===== src/rtl/imm_encode_pkg.sv =====
// Shared immediate-type and error-code definitions for the immediate encoder
// and the decode-side immediate extractor.
//   IMM_*      : immediate format selectors (3-bit)
//   ERR_*      : encoder result codes (2-bit)
//   check_imm  : range/alignment/type check for an encode request
//   extract_imm: decode-side reconstruction of the sign-extended immediate
package imm_encode_pkg;

  localparam logic [2:0] IMM_I = 3'b001;
  localparam logic [2:0] IMM_S = 3'b010;
  localparam logic [2:0] IMM_B = 3'b011;
  localparam logic [2:0] IMM_U = 3'b100;
  localparam logic [2:0] IMM_J = 3'b101;

  localparam logic [1:0] ERR_OK    = 2'b00;
  localparam logic [1:0] ERR_RANGE = 2'b01;
  localparam logic [1:0] ERR_ALIGN = 2'b10;
  localparam logic [1:0] ERR_TYPE  = 2'b11;

  // True when v[63:lsb] are all equal, i.e. v fits a signed (lsb+1)-bit field.
  function automatic logic upper_same(input logic [63:0] v, input int unsigned lsb);
    logic [63:0] s;
    s = $signed(v) >>> lsb;
    return (s == '0) || (s == '1);
  endfunction

  // Priority: bad type > misaligned > out of range.
  function automatic logic [1:0] check_imm(input logic [2:0] t, input logic [63:0] imm);
    logic in_rng;
    in_rng = 1'b0;
    case (t)
      IMM_I, IMM_S: in_rng = upper_same(imm, 11);
      IMM_B:        in_rng = upper_same(imm, 12);
      IMM_J:        in_rng = upper_same(imm, 20);
      IMM_U:        in_rng = (imm[11:0] == '0) && upper_same(imm, 31);
      default:      return ERR_TYPE;
    endcase
    if (((t == IMM_B) || (t == IMM_J)) && imm[0]) return ERR_ALIGN;
    return in_rng ? ERR_OK : ERR_RANGE;
  endfunction

  function automatic logic [63:0] extract_imm(input logic [2:0] t, input logic [31:0] inst);
    case (t)
      IMM_I:   return {{52{inst[31]}}, inst[31:20]};
      IMM_S:   return {{52{inst[31]}}, inst[31:25], inst[11:7]};
      IMM_B:   return {{51{inst[31]}}, inst[31], inst[7], inst[30:25], inst[11:8], 1'b0};
      IMM_U:   return {{32{inst[31]}}, inst[31:12], 12'b0};
      IMM_J:   return {{43{inst[31]}}, inst[31], inst[19:12], inst[20], inst[30:21], 1'b0};
      default: return '0;
    endcase
  endfunction

endpackage


===== src/rtl/imm_encode_scatter.sv =====
// imm_scatter: combinational placement of an immediate into the RISC-V
// I/S/B/U/J bit positions of a base instruction word.
//   type_i : immediate format (IMM_*); unknown formats return base_i as-is
//   imm_i  : low 32 bits of the immediate (higher bits never reach the word)
//   base_i : instruction with opcode/rd/rs/funct fields
//   inst_o : base_i with the immediate fields replaced
module imm_scatter
  import imm_encode_pkg::*;
(
  input  logic [2:0]  type_i,
  input  logic [31:0] imm_i,
  input  logic [31:0] base_i,
  output logic [31:0] inst_o
);

  always_comb begin
    inst_o = base_i;
    case (type_i)
      IMM_I: inst_o[31:20] = imm_i[11:0];
      IMM_S: begin
        inst_o[31:25] = imm_i[11:5];
        inst_o[11:7]  = imm_i[4:0];
      end
      IMM_B: begin
        inst_o[31]    = imm_i[12];
        inst_o[30:25] = imm_i[10:5];
        inst_o[11:8]  = imm_i[4:1];
        inst_o[7]     = imm_i[11];
      end
      IMM_U: inst_o[31:12] = imm_i[31:12];
      IMM_J: begin
        inst_o[31]    = imm_i[20];
        inst_o[30:21] = imm_i[10:1];
        inst_o[20]    = imm_i[11];
        inst_o[19:12] = imm_i[19:12];
      end
      default: inst_o = base_i;
    endcase
  end

endmodule


===== src/rtl/imm_encode.sv =====
// imm_encode: two-stage valid/ready immediate encoder (inverse of the core's
// immediate extractor). Stage 1 registers the request and its check result,
// stage 2 registers the scattered instruction word.
//   clk, rst_n            : clock, asynchronous active-low reset
//   in_valid/in_ready     : request handshake
//   in_imm_type/imm/base  : format, 64-bit signed immediate, base instruction
//   out_valid/out_ready   : result handshake
//   out_inst/out_err      : encoded instruction and ERR_* code
//   err_cnt               : saturating count of accepted results with an error
//   rt_fail               : sticky round-trip mismatch flag
// Optional feature macro: IMMENC_ROUNDTRIP_CHECK_EN (re-extracts each accepted
// error-free result and compares it with the original immediate; when
// undefined rt_fail is tied low).
module imm_encode
  import imm_encode_pkg::*;
#(
  parameter int unsigned CNT_W = 16
) (
  input  logic             clk,
  input  logic             rst_n,
  input  logic             in_valid,
  output logic             in_ready,
  input  logic [2:0]       in_imm_type,
  input  logic [63:0]      in_imm,
  input  logic [31:0]      in_base,
  output logic             out_valid,
  input  logic             out_ready,
  output logic [31:0]      out_inst,
  output logic [1:0]       out_err,
  output logic [CNT_W-1:0] err_cnt,
  output logic             rt_fail
);

`ifdef IMMENC_ROUNDTRIP_CHECK_EN
  localparam int unsigned KEEP_W = 64;
`else
  localparam int unsigned KEEP_W = 32;
`endif

  logic              s1_valid_q, s1_valid_d;
  logic [2:0]        s1_type_q,  s1_type_d;
  logic [KEEP_W-1:0] s1_imm_q,   s1_imm_d;
  logic [31:0]       s1_base_q,  s1_base_d;
  logic [1:0]        s1_err_q,   s1_err_d;
  logic              out_valid_q, out_valid_d;
  logic [31:0]       out_inst_q,  out_inst_d;
  logic [1:0]        out_err_q,   out_err_d;
  logic [CNT_W-1:0]  err_cnt_q,   err_cnt_d;
  logic              s1_adv, s2_adv, s2_load;
  logic [31:0]       scat_inst;

  assign s2_adv   = !out_valid_q || out_ready;
  assign s1_adv   = !s1_valid_q || s2_adv;
  assign s2_load  = s2_adv && s1_valid_q;
  assign in_ready = s1_adv;

  imm_scatter u_scatter (
    .type_i (s1_type_q),
    .imm_i  (s1_imm_q[31:0]),
    .base_i (s1_base_q),
    .inst_o (scat_inst)
  );

  always_comb begin
    s1_valid_d  = s1_valid_q;
    s1_type_d   = s1_type_q;
    s1_imm_d    = s1_imm_q;
    s1_base_d   = s1_base_q;
    s1_err_d    = s1_err_q;
    out_valid_d = out_valid_q;
    out_inst_d  = out_inst_q;
    out_err_d   = out_err_q;
    err_cnt_d   = err_cnt_q;
    if (s1_adv) begin
      s1_valid_d = in_valid;
      if (in_valid) begin
        s1_type_d = in_imm_type;
        s1_imm_d  = in_imm[KEEP_W-1:0];
        s1_base_d = in_base;
        s1_err_d  = check_imm(in_imm_type, in_imm);
      end
    end
    if (s2_adv) begin
      out_valid_d = s1_valid_q;
      if (s1_valid_q) begin
        out_inst_d = scat_inst;
        out_err_d  = s1_err_q;
      end
    end
    if (out_valid_q && out_ready && (out_err_q != ERR_OK) && (err_cnt_q != '1))
      err_cnt_d = err_cnt_q + CNT_W'(1);
  end

  always_ff @(posedge clk or negedge rst_n) begin
    if (!rst_n) begin
      s1_valid_q  <= 1'b0;
      s1_type_q   <= '0;
      s1_imm_q    <= '0;
      s1_base_q   <= '0;
      s1_err_q    <= '0;
      out_valid_q <= 1'b0;
      out_inst_q  <= '0;
      out_err_q   <= '0;
      err_cnt_q   <= '0;
    end else begin
      s1_valid_q  <= s1_valid_d;
      s1_type_q   <= s1_type_d;
      s1_imm_q    <= s1_imm_d;
      s1_base_q   <= s1_base_d;
      s1_err_q    <= s1_err_d;
      out_valid_q <= out_valid_d;
      out_inst_q  <= out_inst_d;
      out_err_q   <= out_err_d;
      err_cnt_q   <= err_cnt_d;
    end
  end

  assign out_valid = out_valid_q;
  assign out_inst  = out_inst_q;
  assign out_err   = out_err_q;
  assign err_cnt   = err_cnt_q;

`ifdef IMMENC_ROUNDTRIP_CHECK_EN
  // Original request travels alongside the stage-2 result for the comparison.
  logic [2:0]  s2_type_q;
  logic [63:0] s2_imm_q;
  logic        rt_fail_q, rt_fail_d;
  logic        rt_hit;

  always_comb begin
    rt_hit    = out_valid_q && out_ready && (out_err_q == ERR_OK) &&
                (extract_imm(s2_type_q, out_inst_q) != s2_imm_q);
    rt_fail_d = rt_fail_q || rt_hit;
  end

  always_ff @(posedge clk or negedge rst_n) begin
    if (!rst_n) begin
      s2_type_q <= '0;
      s2_imm_q  <= '0;
      rt_fail_q <= 1'b0;
    end else begin
      if (s2_load) begin
        s2_type_q <= s1_type_q;
        s2_imm_q  <= s1_imm_q;
      end
      rt_fail_q <= rt_fail_d;
    end
  end

  always_ff @(posedge clk) begin
    if (rst_n && rt_hit)
      $error("imm_encode round-trip mismatch: inst %h imm %h", out_inst_q, s2_imm_q);
  end

  assign rt_fail = rt_fail_q;
`else
  assign rt_fail = 1'b0;
`endif

endmodule


===== config.mk =====
export PLATFORM = sky130hd
export DESIGN_NAME = imm_encode
export DESIGN_NICKNAME = d
export VERILOG_FILES = /design/src/rtl/imm_encode_pkg.sv /design/src/rtl/imm_encode_scatter.sv /design/src/rtl/imm_encode.sv
export SDC_FILE = /design/constraint.sdc
export NUM_CORES = 1
export LEC_CHECK = 0
export BUFFER_PORTS_ARGS = -buffer_cell sky130_fd_sc_hd__buf_2
export CORE_MARGIN = 4
export CORE_UTILIZATION = 57
export DETAILED_ROUTE_END_ITERATION = 7
export GPL_ROUTABILITY_DRIVEN = 0
export PLACE_DENSITY = 0.86
export SETUP_SLACK_MARGIN = 0.05
export SYNTH_ARGS = -nofsm -noshare
export SYNTH_HDL_FRONTEND = slang
export SYNTH_HIERARCHICAL = 1
export SYNTH_SLANG_ARGS = --single-unit

===== constraint.sdc =====
create_clock -name clk -period 3 [get_ports clk]
set_input_delay 0 -clock clk [delete_from_list [all_inputs] [get_ports clk]]
set_output_delay 0 -clock clk [all_outputs]
set_load 0.01 [all_outputs]

# == After elaboration in Yosys (flattened, before gate mapping) ==
# Index checks and enable logic that the tools add are counted.
# Widths: inputs -> output; s select.
# word_totals
ff_bits,121
elab_cells,70
# classes
addsub,1
eq_ne,15
n_mux,19
reduce_logical,26
# op_table
cell,n
$eq 64x64->1 const B,4
$logic_not 64->1,4
$pmux 7 s4,1
$add 16x1->16 const B,1
$ne 16x16->1 const B,1
$pmux 5 s3,1
$eq 3x2->1 const B,4
$eq 3x3->1 const B,4
$logic_not 12->1,1
$mux 1,10
$pmux 5 s2,1
$mux 2,4
$mux 8,1
$logic_or 1x1->1,7
$eq 3x1->1 const B,2
$reduce_or 2->1,3
$logic_and 1x1->1,5
$reduce_or 5->1,1
$pmux 1 s4,1
$reduce_and 2->1,2
$logic_not 1->1,2
$reduce_bool 2->1,1

# == Longest topological paths before layout ==
# logic_depth
ltp_word,10
depth_mapped,6
mapped_depth_nobuf,6

# == By module ==
# Netlist, hierarchy kept.
# by_module_without_submodules
module,instances,cells_each,area_each_um2
imm_encode,1,359,5107.4
imm_scatter,1,84,679.4

# == Worst setup path before layout ==
# OpenSTA, ideal clock, no wires.
# synth_timing
path_type,flip-flop to flip-flop
startpoint,"reg err_cnt_q[0], in the netlist err_cnt[0]"
endpoint,"reg err_cnt_q[9], in the netlist err_cnt[9]"
arrival_time_ps,1644
setup_slack_ps,1228
stages_incl_launch_ff,6
n_path_buf,0
cell_sequence,dfrtp_1 > ha_1 > and2_1 > a2111oi_2 > nand4_1 > xnor2_1
# synth_via
elab_chain_len,2
word_cells_on_any_way,3
cone_classes,add/sub: 1; eq/ne: 1; reduce/logical: 1
# synth_lines
item,line_no,text
from (decl),imm_encode.sv:48,"logic [CNT_W-1:0] err_cnt_q, err_cnt_d;"
from (signal assigned),imm_encode.sv:114,err_cnt_q <= err_cnt_d;
"parallel branches: the longest is 2 deep, another holds $add 16x1->16",n/a,
# Parallel ways; which one is timed is not known.
# A chain may end at the register's enable or synchronous reset.

# == Worst setup path after layout ==
# layout_timing
startpoint,"reg out_valid_q, in the netlist out_valid"
endpoint,reg s1_err_q[0]
# layout_via
elab_chain_len,4
# layout_lines
item,line_no,text
from (decl),imm_encode.sv:45,"logic out_valid_q, out_valid_d;"
from (signal assigned),imm_encode.sv:111,out_valid_q <= out_valid_d;
$logic_not 1->1,imm_encode.sv:52,assign s2_adv = !out_valid_q || out_ready;
$logic_or 1x1->1,imm_encode.sv:52,
$logic_or 1x1->1,imm_encode.sv:53,assign s1_adv = !s1_valid_q || s2_adv;
$reduce_and 2->1 (no line),n/a,
to (signal assigned),imm_encode.sv:110,s1_err_q <= s1_err_d;
to (decl),imm_encode.sv:44,"logic [1:0] s1_err_q, s1_err_d;"
# No other way between the ends.

==> impl_metrics.json <==
{
  "synth_edf_count": 0,
  "grt_use_met3": 0.0610,
  "design.core.area_mm2": 0.00982,
  "routed_wl_um": 16000,
  "worstSetupEndpoint": "s1_err_q[0]$_DFFE_PN0P_",
  "busiest_layer": "met2",
  "ys_top_cells_by_area": "dfrtp_1 (52%), mux2_2 (24%), nand4_1 (1.9%)",
  "combPwrFrac": 0.218,
  "worstMarginPinSlew_ns": 1.00,
  "syn2layout_area_growth_pct": 36.8,
  "initial_core_util": 0.589,
  "cts.hold.buffers_added": 73,
  "grtUsageMet2": 0.497,
  "pwr_density_cell_mw_per_mm2": 698,
  "synth.distinct_cells": 49,
  "tns_ns": 0,
  "critPathRequiredTime_ns": 3.40,
  "hold_viol": 0,
  "slew_viol_final": 0,
  "use_met1": 0.325,
  "grt.total_usage": 0.285,
  "fin_nets": 768,
  "clk_path_buf_depth": 2,
  "p_leak_nw": 3.52,
  "layout-drive-gt1-share": 0.479,
  "swShare": 0.273,
  "die_height_um": 109,
  "post-place-cells": 705,
  "vias": 4662,
  "synth.largest_area_cell": "dfrtp_1",
  "clk_pin_slew_ns": 0.05,
  "cts_buffers": 17,
  "fin_util": 0.806,
  "antenna_found_initial": 0,
  "crit_start": "out_valid$_DFFE_PN0P_",
  "multi_input_area_mm2": 0.00258,
  "maxCapViolCount": 0,
  "dp_hpwl_um": 9950,
  "grt_max_degree": 71,
  "syn_avg_cell_area_um2": 13.1,
  "io_buffers": 154,
  "ioPinCount": 156,
  "clkPwrFrac": 0.376,
  "critical_path_class": "reg -> reg",
  "cp_max_fo": 70,
  "synth_top_area_frac": 0.523,
  "drt_iter0_drc": 365,
  "overflow": 0,
  "cp-start-kind": "register",
  "skew_ns": 0.0121,
  "numClockSinks": 121,
  "rows": 36,
  "worstSetupEndpointType": "register",
  "ir_drop_v": 0.000375,
  "rsz0062_at_grt": "false",
  "synth-async-reset-ratio": 1.00,
  "ant_nets": 0,
  "num-fill-cells": 568,
  "n_antenna_cell": 0,
  "seq_area_mm2": 0.00303,
  "clkLatencyLatePin_ns": 0.52,
  "grt_first_pass_wirelength_um": 25400,
  "drc_errors": 0,
  "wl_per_cell_um": 19.8,
  "synthMostInstantiatedCell": "mux2_2",
  "yosysSeqAreaShare": 0.523,
  "regToRegEndpoint": "s1_err_q[0]$_DFFE_PN0P_",
  "finalCriticalPeriod_ns": 2.55,
  "hold_class": "in -> async",
  "synth_ff_type": "dfrtp_1",
  "period_share": 0.850,
  "reg2reg_slack_ns": 0.45,
  "firstDrtPassIters": 6,
  "seqPwrFrac": 0.406,
  "dieArea_mm2": 0.0118,
  "status": "complete, no violations",
  "ys_seq_elements": 121,
  "switching_power_mw": 1.51,
  "cts_tree": "done",
  "cts_setup_buffers": 0,
  "relSlewSlack": 0.330,
  "intPower_mw": 4.01,
  "clockRootBuffer": "clkbuf_8",
  "stdcell_count": 810,
  "grt_pass1_vias": 4954,
  "post_cts_resize_count": 0,
  "max_freq_ghz": 0.392,
  "setup_violations": 0,
  "cts.htree.levels": 4,
  "yosysWarnings": 6,
  "syn-num-nets": 547,
  "synthCells": 443,
  "synth_commonest_cells": "mux2_2 (125), dfrtp_1 (121), nand2_1 (23)",
  "die_w_um": 109,
  "vias_per_cell": 5.76,
  "arrival_ns": 2.94,
  "synth_area_mm2": 0.00579,
  "reg2reg_depth": 5,
  "timing.rr.start": "out_valid$_DFFE_PN0P_"
}
-- cell usage in the layout (no fill, tap or decap), types with 2 or more instances in the layout --
cell	n
bufinv_16	4
xnor2_1	11
nand4_1	18
nand3b_1	2
buf_2	153
a21oi_1	5
clkbuf_16	16
nor2_1	6
clkinv_2	3
xor2_1	5
nor4_2	3
mux2_2	125
clkbuf_1	5
mux2i_1	8
nand3_1	4
clkbuf_8	3
nand2_1	21
dfrtp_1	121
o211ai_1	3
or4_1	4
a31oi_1	4
dlygate4sd3_1	73
nor3_1	3
and4_1	2
nand2b_1	5
a22oi_1	4
mux2_1	4
inv_1	4
or4_4	2
buf_4	4
nor2b_1	2
o21ai_0	13
nor4_1	14
-- kinds of logic (layout without fill, tap and decap cells) --
logic type               after synthesis  in the layout  synth area share
AO/OA/AOI/OAI                         38             38            0.0435
multiplexers                         138            138             0.269
other                                  1              1          0.000648
adder cells (fa/ha/maj)                1              1           0.00216
XOR/XNOR                              16             16            0.0242
buffers and inverters                 32            266            0.0331
flip-flops                           121            121             0.523
AND/OR/NAND/NOR                       96             96             0.104
-- registers in the layout (all words and copies together) (netlist names), 2 cells and up --
name,flops
s1_err_q,2
s1_type_q,3
out_err,2
s1_base_q,32
s1_imm_q,32
err_cnt,16
out_inst,32
-- power groups by stage --
| stage | Sequential, mW | Combinational, mW | Clock (mW) |
|---|---|---|---|
| floorplan | 2.25 | 0.638 | 0 |
| global placement | 2.22 | 1.06 | 0 |
| detailed placement | 2.25 | 1.11 | 0 |
| CTS | 2.23 | 1.19 | 2.09 |
| global route | 2.28 | 1.30 | 2.18 |
| finish | 2.24 | 1.20 | 2.08 |
-- routing by layer --
metal  part of all wire  vias up  wire length, um
met3              0.063       59             1010
met2               0.52      226             8320
met4              0.042        0              680
met5                  0        -                0
li1                   -     2084                -
met1               0.37     2293             6000
-- area by class of cell --
class,count,share of cell area
Clock buffer,24,0.0582
Clock inverter,8,0.0180
Inverter,4,0.00190
Multi-Input combinational cell,290,0.326
Sequential cell,121,0.382
Tap cell,133,0.0210
Timing Repair Buffer,230,0.193
-- worst min-delay path by stage --
stage	slack (ns)	endpoint	depth (start not counted)	from
after floorplan	-0.30	err_cnt[0]$_DFFE_PN0P_	0	rst_n
after global placement	0.1	out_inst[6]$_DFFE_PN0P_	1	rst_n
after detailed placement	0.11	out_inst[5]$_DFFE_PN0P_	1	rst_n
after CTS	0.10	out_inst[5]$_DFFE_PN0P_	2	rst_n
after global routing	0.15	out_inst[6]$_DFFE_PN0P_	2	rst_n
final	0.09	out_inst[6]$_DFFE_PN0P_	2	rst_n
-- critical path, stage by stage, from the launching register on --
cell and delay (ns):
dfrtp_1 0.41, nand3b_1 0.28, nand2_4 0.57, a211oi_1 0.45, a31oi_1 0.13, dlygate4sd3_1 0.57
-- through the flow --
stage          instance area (um^2)  hold WS [ns]  setup WS, ns  total power [mW]
4_1_cts                        7920         0.101         0.497              5.51
3_3_place_gp                   6580        0.0998         0.982              3.27
2_1_floorplan                  5790        -0.296          1.23              2.89
5_1_grt                        7920         0.154         0.321              5.77
6_report                       7920        0.0908         0.451              5.52
3_5_place_dp                   6580         0.107         0.908              3.36
No activity file was read; power rests on OpenSTA's default activity.
